[src/rtl/ethpipe_csr_dma.sv]
// ethpipe_csr_dma: BAR0 control/status register file for the ethpipe receive DMA channels.
//
// Holds the free-running 64-bit global counter, a tear-free snapshot of it, the DMA control
// and ring length registers, per-channel start addresses, and per-channel interrupt pending/mask
// state that drives a level interrupt towards the PCIe core.
//
// Ports:
//   clk_125, sys_rst        clock and synchronous active-high reset
//   slv_ce_i/we_i/adr_i     slave access strobe (already BAR0 qualified), direction, word address
//   slv_dat_i, slv_sel_i    write data and byte enables ([1] -> [15:8], [0] -> [7:0])
//   slv_dat_o               registered read data, held between reads
//   global_counter          free-running timestamp
//   dma_enable, dma_length  DMA control bit 0 and ring length in dwords
//   dma_addr_start          per-channel start address [31:2], channel n at [30n+29:30n]
//   dma_addr_cur            per-channel current address [31:2], same packing
//   ch_intr_i               per-channel one-cycle interrupt request pulses
//   sys_intr                registered level interrupt
//
// Bus words are byte-swapped: a 16-bit chunk c of a register reads back as {c[7:0], c[15:8]}.

module ethpipe_csr_dma #(
  parameter int unsigned CHANNELS    = 2,
  parameter logic [21:0] LEN_RST     = 22'h01_0000,
  parameter logic [31:0] ADDR_RST    = 32'h1000_0000,
  parameter logic [31:0] ADDR_STRIDE = 32'h0010_0000
) (
  input  logic                   clk_125,
  input  logic                   sys_rst,
  input  logic                   slv_ce_i,
  input  logic                   slv_we_i,
  input  logic [11:1]            slv_adr_i,
  input  logic [15:0]            slv_dat_i,
  input  logic [1:0]             slv_sel_i,
  output logic [15:0]            slv_dat_o,
  output logic [63:0]            global_counter,
  output logic                   dma_enable,
  output logic [21:2]            dma_length,
  output logic [CHANNELS*30-1:0] dma_addr_start,
  input  logic [CHANNELS*30-1:0] dma_addr_cur,
  input  logic [CHANNELS-1:0]    ch_intr_i,
  output logic                   sys_intr
);

  localparam logic [3:0] NumCh = 4'(CHANNELS);

  logic [63:0]               cnt_q;
  logic [63:16]              snap_q;   // low 16 bits are never read back from the snapshot
  logic [6:0]                ctrl_q;   // dma_ctrl bits {7:4, 2:0}; bit 3 is derived on read
  logic [CHANNELS-1:0]       pend_q;
  logic [CHANNELS-1:0]       mask_q;
  logic [CHANNELS-1:0]       pend_clr;
  logic [21:2]               len_q;
  logic [CHANNELS-1:0][29:0] start_q;
  logic [7:0][29:0]          start_pad;
  logic [7:0][29:0]          cur_pad;
  logic [15:0]               dat_q;
  logic [15:0]               rdata;
  logic                      intr_q;
  logic                      intr_any;

  logic       hit;
  logic       rd;
  logic       wr;
  logic [5:0] wadr;
  logic       ch_sel;
  logic [3:0] ch_idx;
  logic [1:0] ch_reg;
  logic       ch_ok;

  function automatic logic [15:0] swap(input logic [15:0] v);
    return {v[7:0], v[15:8]};
  endfunction

  function automatic logic [29:0] addr_rst(input int unsigned n);
    return 30'((ADDR_RST + ADDR_STRIDE * n) >> 2);
  endfunction

  assign hit    = (slv_adr_i[11:7] == 5'd0);
  assign wadr   = slv_adr_i[6:1];
  assign rd     = slv_ce_i & ~slv_we_i;
  assign wr     = slv_ce_i & slv_we_i & hit;
  // Word addresses 0x10 and above form four-word channel blocks.
  assign ch_sel = (wadr[5:4] != 2'b00);
  assign ch_idx = wadr[5:2] - 4'd4;
  assign ch_reg = wadr[1:0];
  assign ch_ok  = ch_sel && (ch_idx < NumCh);

  assign intr_any = |(pend_q & mask_q);

  assign pend_clr = (wr && (wadr == 6'h09) && slv_sel_i[1]) ? slv_dat_i[8 +: CHANNELS] : '0;

  // Pad channel arrays to the maximum of 8 so the read mux can index with a fixed width.
  always_comb begin
    start_pad = '0;
    cur_pad   = '0;
    for (int i = 0; i < CHANNELS; i++) begin
      start_pad[i] = start_q[i];
      cur_pad[i]   = dma_addr_cur[30*i +: 30];
    end
  end

  always_comb begin
    rdata = '0;
    if (hit) begin
      if (ch_sel) begin
        if (ch_ok) begin
          case (ch_reg)
            2'd0:    rdata = swap({start_pad[ch_idx[2:0]][13:0], 2'b00});
            2'd1:    rdata = swap(start_pad[ch_idx[2:0]][29:14]);
            2'd2:    rdata = swap({cur_pad[ch_idx[2:0]][13:0], 2'b00});
            default: rdata = swap(cur_pad[ch_idx[2:0]][29:14]);
          endcase
        end
      end else begin
        case (wadr)
          6'h02:   rdata = swap(cnt_q[15:0]);
          6'h03:   rdata = swap(snap_q[31:16]);
          6'h04:   rdata = swap(snap_q[47:32]);
          6'h05:   rdata = swap(snap_q[63:48]);
          6'h08:   rdata = {ctrl_q[6:3], intr_any, ctrl_q[2:0], 8'h00};
          6'h09:   rdata = {8'(pend_q), 8'h00};
          6'h0A:   rdata = swap({len_q[15:2], 2'b00});
          6'h0B:   rdata = {2'b00, len_q[21:16], 8'h00};
          6'h0C:   rdata = {8'(mask_q), 8'h00};
          default: rdata = '0;
        endcase
      end
    end
  end

  always_ff @(posedge clk_125) begin
    if (sys_rst) begin
      cnt_q  <= '0;
      snap_q <= '0;
      ctrl_q <= '0;
      pend_q <= '0;
      mask_q <= '0;
      len_q  <= LEN_RST[21:2];
      dat_q  <= '0;
      intr_q <= 1'b0;
      for (int unsigned i = 0; i < CHANNELS; i++) begin
        start_q[i] <= addr_rst(i);
      end
    end else begin
      cnt_q  <= cnt_q + 64'd1;
      intr_q <= ctrl_q[0] & intr_any;
      // A new request in the same cycle as a clear keeps the bit set.
      pend_q <= (pend_q & ~pend_clr) | ch_intr_i;

      if (rd) begin
        dat_q <= rdata;
        // Capture the pre-increment value so the upper words match the live word returned now.
        if (hit && (wadr == 6'h02)) begin
          snap_q <= cnt_q[63:16];
        end
      end

      if (wr && !ch_sel) begin
        case (wadr)
          6'h08: if (slv_sel_i[1]) ctrl_q <= {slv_dat_i[15:12], slv_dat_i[10:8]};
          6'h0A: begin
            if (slv_sel_i[1]) len_q[7:2]  <= slv_dat_i[15:10];
            if (slv_sel_i[0]) len_q[15:8] <= slv_dat_i[7:0];
          end
          6'h0B: if (slv_sel_i[1]) len_q[21:16] <= slv_dat_i[13:8];
          6'h0C: if (slv_sel_i[1]) mask_q <= slv_dat_i[8 +: CHANNELS];
          default: ;
        endcase
      end

      for (int unsigned i = 0; i < CHANNELS; i++) begin
        if (wr && ch_ok && (ch_idx == 4'(i))) begin
          if (ch_reg == 2'd0) begin
            if (slv_sel_i[1]) start_q[i][5:0]  <= slv_dat_i[15:10];
            if (slv_sel_i[0]) start_q[i][13:6] <= slv_dat_i[7:0];
          end else if (ch_reg == 2'd1) begin
            if (slv_sel_i[1]) start_q[i][21:14] <= slv_dat_i[15:8];
            if (slv_sel_i[0]) start_q[i][29:22] <= slv_dat_i[7:0];
          end
        end
      end
    end
  end

  assign slv_dat_o      = dat_q;
  assign global_counter = cnt_q;
  assign dma_enable     = ctrl_q[0];
  assign dma_length     = len_q;
  assign dma_addr_start = start_q;
  assign sys_intr       = intr_q;

endmodule
[config.mk]
export PLATFORM = sky130hd
export DESIGN_NAME = ethpipe_csr_dma
export DESIGN_NICKNAME = d
export VERILOG_FILES = /design/src/rtl/ethpipe_csr_dma.sv
export SDC_FILE = /design/constraint.sdc
export NUM_CORES = 1
export LEC_CHECK = 0
export CAP_MARGIN = 20
export CORE_ASPECT_RATIO = 1.25
export CORE_MARGIN = 5
export CORE_UTILIZATION = 35
export CTS_CLUSTER_SIZE = 16
export DETAILED_ROUTE_END_ITERATION = 12
export SLEW_MARGIN = 40
export SYNTH_ARGS = -nofsm -noshare
export SYNTH_HDL_FRONTEND = slang
export SYNTH_SLANG_ARGS = --single-unit
[constraint.sdc]
create_clock -name clk_125 -period 5.24 [get_ports clk_125]
set_input_delay 1.572 -clock clk_125 [delete_from_list [all_inputs] [get_ports clk_125]]
set_output_delay 1.572 -clock clk_125 [all_outputs]
set_load 0.005 [all_outputs]
# After elaboration in Yosys (flattened, before gate mapping)
# Cells that the tools add are included.
totals:
  ff_bits: 220
  latchBits: 0
  mem_bits_rw: 0
  rom_bits: 0
  inputBits: 95
  output_inout_bits: 162
  wordCells: 82
  mem_count: 0
op_classes:
  addsub: 2
  multipliers: 0
  div_mod_pow: 0
  n_lt_le_gt_ge: 2
  n_eq_ne: 12
  shifts: 0
  mux: 10
  n_bitwise: 10
  reduce_logical: 28
op_table:
  columns: ["operator", "count"]
  rows:
  - ["30-bit binary-select mux with 3-bit select", 2]
  - ["16-bit one-hot mux with 9 select lines", 1]
  - ["64-bit by 1-bit adder with 64-bit output, second input constant", 1]
  - ["30-bit 2-to-1 mux", 2]
  - ["16-bit 2-to-1 mux", 3]
  - ["16-bit one-hot mux with 3 select lines", 1]
  - ["6-bit by 4-bit equality test with 1-bit output, second input constant", 5]
  - ["3-bit AND reduction", 9]
  - ["4-bit AND reduction", 4]
  - ["6-bit by 2-bit equality test with 1-bit output, second input constant", 2]
  - ["6-bit by 3-bit equality test with 1-bit output, second input constant", 2]
  - ["1-bit logical AND", 8]
  - ["5-bit logical NOT", 1]
  - ["1-bit AND", 4]
  - ["2-bit AND", 2]
  - ["4-bit by 1-bit equality test with 1-bit output, second input constant", 1]
  - ["4-bit logical NOT", 1]
  - ["3-bit by 4-bit less-than comparator with 1-bit output, second input constant", 1]
  - ["4-bit by 2-bit less-than comparator with 1-bit output, second input constant", 1]
  - ["4-bit by 3-bit subtractor with 4-bit output, second input constant", 1]
  - ["2-bit by 1-bit equality test with 1-bit output, second input constant", 1]
  - ["2-bit equality test, second input constant", 1]
  - ["2-bit logical NOT", 1]
  - ["2-bit 2-to-1 mux", 1]
  - ["7 further kinds", 8]

# Logic depth before layout (Yosys ltp)
logic_depth:
  depth_word: 8
  depth_mapped: 9
  ltp_nobuf: 6

# Worst setup path after synthesis
# No wires, ideal clock.
synth_timing:
  kind: "input to register"
  startpoint: "input slv_adr_i[7] (netlist bit)"
  endpoint: "register start_q, in the netlist dma_addr_start[26]"
  setup_time_ns: 0.120
  arrival_time_ns: 3.482
  required_time_ns: 5.120
  path_slack_ns: 1.638
  path_stages: 5
  path_buffers: 1
  cell_sequence: "or4_1 > nor4_1 > clkbuf_1 > nand4_1 > a211o_1"
synth_between:
  elab_chain_cells: 5
synth_rtl:
  columns: ["element", "line_no", "text"]
  rows:
  - ["start: declaration", "31", "input logic [11:1] slv_adr_i,"]
  - ["5-bit logical NOT", "78", "assign hit = (slv_adr_i[11:7] == 5'd0);"]
  - ["1-bit AND", "81", "assign wr = slv_ce_i & slv_we_i & hit;"]
  - ["1-bit logical AND (2 in a row)", "172", "if (wr && ch_ok && (ch_idx == 4'(i))) begin"]
  - ["4-bit AND reduction (no source line)", null, null]
  - ["end signal: indexed assignment", "174", "if (slv_sel_i[1]) start_q[i][5:0] <= slv_dat_i[15:10];"]
  - ["end signal: indexed assignment", "175", "if (slv_sel_i[0]) start_q[i][13:6] <= slv_dat_i[7:0];"]
  - ["end signal: indexed assignment", "177", "if (slv_sel_i[1]) start_q[i][21:14] <= slv_dat_i[15:8];"]
  - ["end: declaration", "53", "logic [CHANNELS-1:0][29:0] start_q;"]
# No other way between the ends.
# A chain may end at the register's enable or synchronous reset.

# Worst setup path after layout
layout_timing:
  startpoint: "input slv_adr_i[5] (netlist bit)"
  endpoint: "register len_q, in the netlist dma_length[7]"
layout_between:
  elab_chain_cells: 4
  word_cells_on_any_way: 5
  cone_classes: "1 x eq/ne; 4 x reduce/logical"
layout_rtl:
  columns: ["element", "line_no", "text"]
  rows:
  - ["2-bit nonzero test", "83", "assign ch_sel = (wadr[5:4] != 2'b00);"]
  - ["1-bit logical NOT", "158", "if (wr && !ch_sel) begin"]
  - ["1-bit logical AND", "158", null]
  - ["3-bit AND reduction (no source line) *", null, null]
  - ["end signal: assignment", "138", "len_q <= LEN_RST[21:2];"]
  - ["end: declaration", "52", "logic [21:2] len_q;"]
# Every way passes the cells marked *; elsewhere a longest branch is shown, timed or not.

==> key figures <==
Place
  – Dpl hpwl: 28,900 um
  – Area post-placement: 13,200 sq um
  – PortBufs: 256
  – Gpl congestion: 0.877
  – Pre-CTS setup slack: 0.560 ns

Setup path
  – Crit path to: dma_length[7]$_SDFFE_PP0P_
  – Worst setup EP type: register
  – Crit path DAT: 4.57 ns
  – Required time of the critical path: 5.62 ns
  – Worst path cell trace: clkdlybuf4s50_1 -> nor4b_1 -> and2_1 -> nand4_1 -> mux2i_1 -> nor2_1
  – CP Class: input port to register
  – CP Launch Point: slv_adr_i[5]
  – Reg2reg path depth: 6
  – Number of cells on the critical path: 6
  – Buf+Inv Stages, Crit Path: 1
  – Slowest CP cell: nor4b_1
  – Register-to-register setup slack: between 2 and 2.5 ns
  – Top delay family on crit path: simple AND/OR/NAND/NOR gates
  – RR Startpoint: global_counter[0]$_SDFF_PP0_
  – Largest stage delay, worst path: 0.85 ns
  – CP Launch Type: input port
  – Worst-path maximum fanout: 16
  – Worst reg2reg endpoint: global_counter[60]$_SDFF_PP0_

Pwr
  – Peak VDD IR: 0.168 mV
  – Clk pwr share: 45.3%
  – Net switching power: 0.000824 W
  – Power Internal: between 0.002 and 0.003 W
  – Leak: 5.21 nW
  – Power density cells: 252 nW/um^2
  – Register share of total power: between 40% and 50%
  – Sw frac: 23.4%
  – Combinational power share: 7.0%

Route
  – DRT iter0 DRCs: 737
  – Via count: 10,000
  – Via-per-instance ratio: 5.43
  – # DRC: 0
  – WL/cell: 20.9 um
  – Met3 Wirelength: 2860 um
  – Routed WL: 38,600 um
  – Drt first pass iters: 5
  – Antenna Nets Post-Route: 0
  – Met2 routed WL: 19,400 um
  – Uppermost layer routed: met4
  – M1 wire length: 15,400 um

STA
  – Final hold viol count: 0
  – Slew Viols, Final: 0
  – RSZ-0062 raised after global routing: false
  – Setup TNS: 0 ns
  – Max-slew headroom: approximately 45%
  – Worst Skew: 0.0187 ns
  – Crit share post-route: 79.8%
  – # setup viols final: 0
  – Worst setup margin: 1.06 ns
  – Max Freq: around 240 MHz
  – Min cycle time layout: 4.18 ns
  – Worst Tran Pin Value: 0.827 ns

Floorplan
  – Die ar.: 33,200 sq um
  – Core area: roughly 29,000 sq um
  – I/O Pins: between 200 and 300
  – Die Wd: between 150 and 200 um
  – Die Y: 202 um
  – Row count: 70
  – Initial Util: 35.4%

CTS
  – Number of post-CTS setup repair buffers: 0
  – Clock slew at reported path FFs: about 0.06 ns
  – CTS buffer count: 24
  – CTS tree: done
  – PostCTS Resize Cnt: 0
  – Worst-Skew Late Latency: roughly 0.52 ns
  – Longest Clk Path Bufs: 3
  – CTS root buffer: clkbuf_16
  – Hold-fix buffers at CTS: 0
  – Clock Sinks: 220
  – H-tree depth: 1

Global routing
  – GRT Total Usage: 22.0%
  – First-pass GRT wire length: 58,000 um
  – Vias in the first global route: 9,647
  – Initial antenna violation count: 0
  – Grt ovf: 0
  – Largest net degree at the start of global routing: 130

Layout
  – Layout cell share with drive strength beyond 1: 4.70%
  – Finished Cell Area: around 14,000 sq um
  – Post-layout net count: 1,529
  – Diode count: 0
  – Synth-to-Final Area Change: 34.6%

Logic synthesis
  – Synth area leader: dfxtp_1
  – Netlist Area Pre-Place: a little over 10,000 sq um
  – Post-synth top area share: 42.5%
  – Ranking of synthesized cells by area: dfxtp_1, mux2i_1, nor2_1
  – Post-synthesis simple-gate area fraction: roughly 23%
  – Post-synthesis register bit count: 220
  – Syn Nets: 1,318
  – XOR/XNOR Fraction of Synth Area: 3.46%
  – Seq/Total Area, Yosys: 42.5%
  – Main combinational cell family by area after synthesis: simple AND/OR/NAND/NOR gates
  – Synth Area in Adders: less than 1%
  – Mux share of post-synthesis cell area: 12.1%
  – Yosys warns: 0
  – Synth cell types: 55
  – Post-synth EDFFs: 0
  – Synth Flop Type: dfxtp_1
  – Post-synthesis compound-gate area fraction: 15.1%
  – Synth async-reset ratio: 0%
  – Top-count cell post-synth: dfxtp_1
  – Cells after synthesis: 1,222
  – Top cells by count, synth: dfxtp_1, nor2_1, nand2_1
  – Avg Inst Size Synth: 8.48 sq um

Job
  – Max_cap viols: 0

Min path
  – Hold WC Path Type: register to register

Run status
  – Status: completed
## cell type report
type                    count  area [sq um]
clock buffers              35           693
clock inverters             5          28.8
fillers                  2892         15300
inverters                  14          52.6
multi-input cells         897          5560
flip-flops and latches    220          4400
well taps                 396           495
repair buffers            276          2720
## layer usage
layer / vias to the layer above / track usage [%]
met3: 51 / 4.22
met1: 4821 / 26.9
met4: 0 / 5.69
met2: 336 / 39.5
li1: 4807 / -
met5: - / 0
## kinds of logic (layout without fill, tap and decap cells)
group / after synthesis / after routing
AO/OA/AOI/OAI: 242 / 242
adder cells (fa/ha/maj): 1 / 1
multiplexers: 123 / 123
AND/OR/NAND/NOR: 490 / 490
buffers and inverters: 105 / 330
XOR/XNOR: 41 / 41
flip-flops: 220 / 220
## worst reg2reg max path, cell delays in order (launching register included)
cell and delay [ns]:
dfxtp_1 0.58, ha_1 0.29, nand4_1 0.25, or4_4 0.61, or4_1 0.74, or4_1 0.57
a21oi_1 0.14
## power groups by stage
stage | Combinational, W | Sequential (W) | Clock (W)
detailed placement | 0.000243 | 0.00172 | 0
CTS | 0.000244 | 0.00168 | 0.00163
finish | 0.000245 | 0.00168 | 0.00159
global route | 0.000260 | 0.00168 | 0.00169
global placement | 0.000243 | 0.00172 | 0
floorplan | 0.000112 | 0.00172 | 0
## through the flow
step           hold WS, ns  instances  total power (W)  util, %
5_1_grt              0.464       1843          0.00363     47.7
6_report             0.452       1843          0.00352     47.7
4_1_cts              0.451       1843          0.00355     47.7
2_1_floorplan        0.430       1222          0.00183        -
3_3_place_gp         0.441       1803          0.00196     45.2
3_5_place_dp         0.445       1803          0.00196     45.2
## registers in the layout (all words and copies together) (netlist names)
signal / cells
snap_q: 48
global_counter: 64
sys_intr: 1
ctrl_q: 7
mask_q: 2
dma_length: 20
dma_addr_start: 60
pend_q: 2
slv_dat_o: 16
## how the worst min path moves through the flow
stage / startpoint / end / slack, ns / cells after the start
final: snap_q[40]$_SDFFE_PP0P_ / snap_q[40]$_SDFFE_PP0P_ / 0.45 / 2
after global routing: snap_q[40]$_SDFFE_PP0P_ / snap_q[40]$_SDFFE_PP0P_ / 0.46 / 2
after CTS: snap_q[40]$_SDFFE_PP0P_ / snap_q[40]$_SDFFE_PP0P_ / 0.45 / 2
after detailed placement: snap_q[40]$_SDFFE_PP0P_ / snap_q[40]$_SDFFE_PP0P_ / 0.44 / 2
after global placement: snap_q[31]$_SDFFE_PP0P_ / snap_q[31]$_SDFFE_PP0P_ / 0.44 / 2
after floorplan: snap_q[52]$_SDFFE_PP0P_ / snap_q[52]$_SDFFE_PP0P_ / 0.43 / 2
## cell usage in the layout, fill, tap and decap left out, types with 3 or more instances in the layout
master and count:
a22oi_1 13, o221ai_1 3, nor2_1 156, dfxtp_1 220
and4_1 7, a21oi_1 101, a211o_1 4, buf_4 19
and3_1 14, nand4_1 33, o21ai_0 36, o31ai_1 3
clkdlybuf4s50_1 254, inv_1 14, a221oi_1 15, a22o_1 13
clkinv_2 4, clkbuf_16 25, clkbuf_8 3, nor4b_1 3
nor3_1 16, a21o_1 19, xnor2_1 22, nand2_1 137
nand3_1 47, a32o_1 9, nor4_1 11, nor2b_1 4
a222oi_1 12, or4_1 8, xor2_1 19, or3_1 20
a31oi_1 4, o22ai_1 4, clkbuf_1 7, mux2i_1 121
nand3b_1 4, nand2b_1 5, and2_1 8
(Power assumes the default switching activity.)
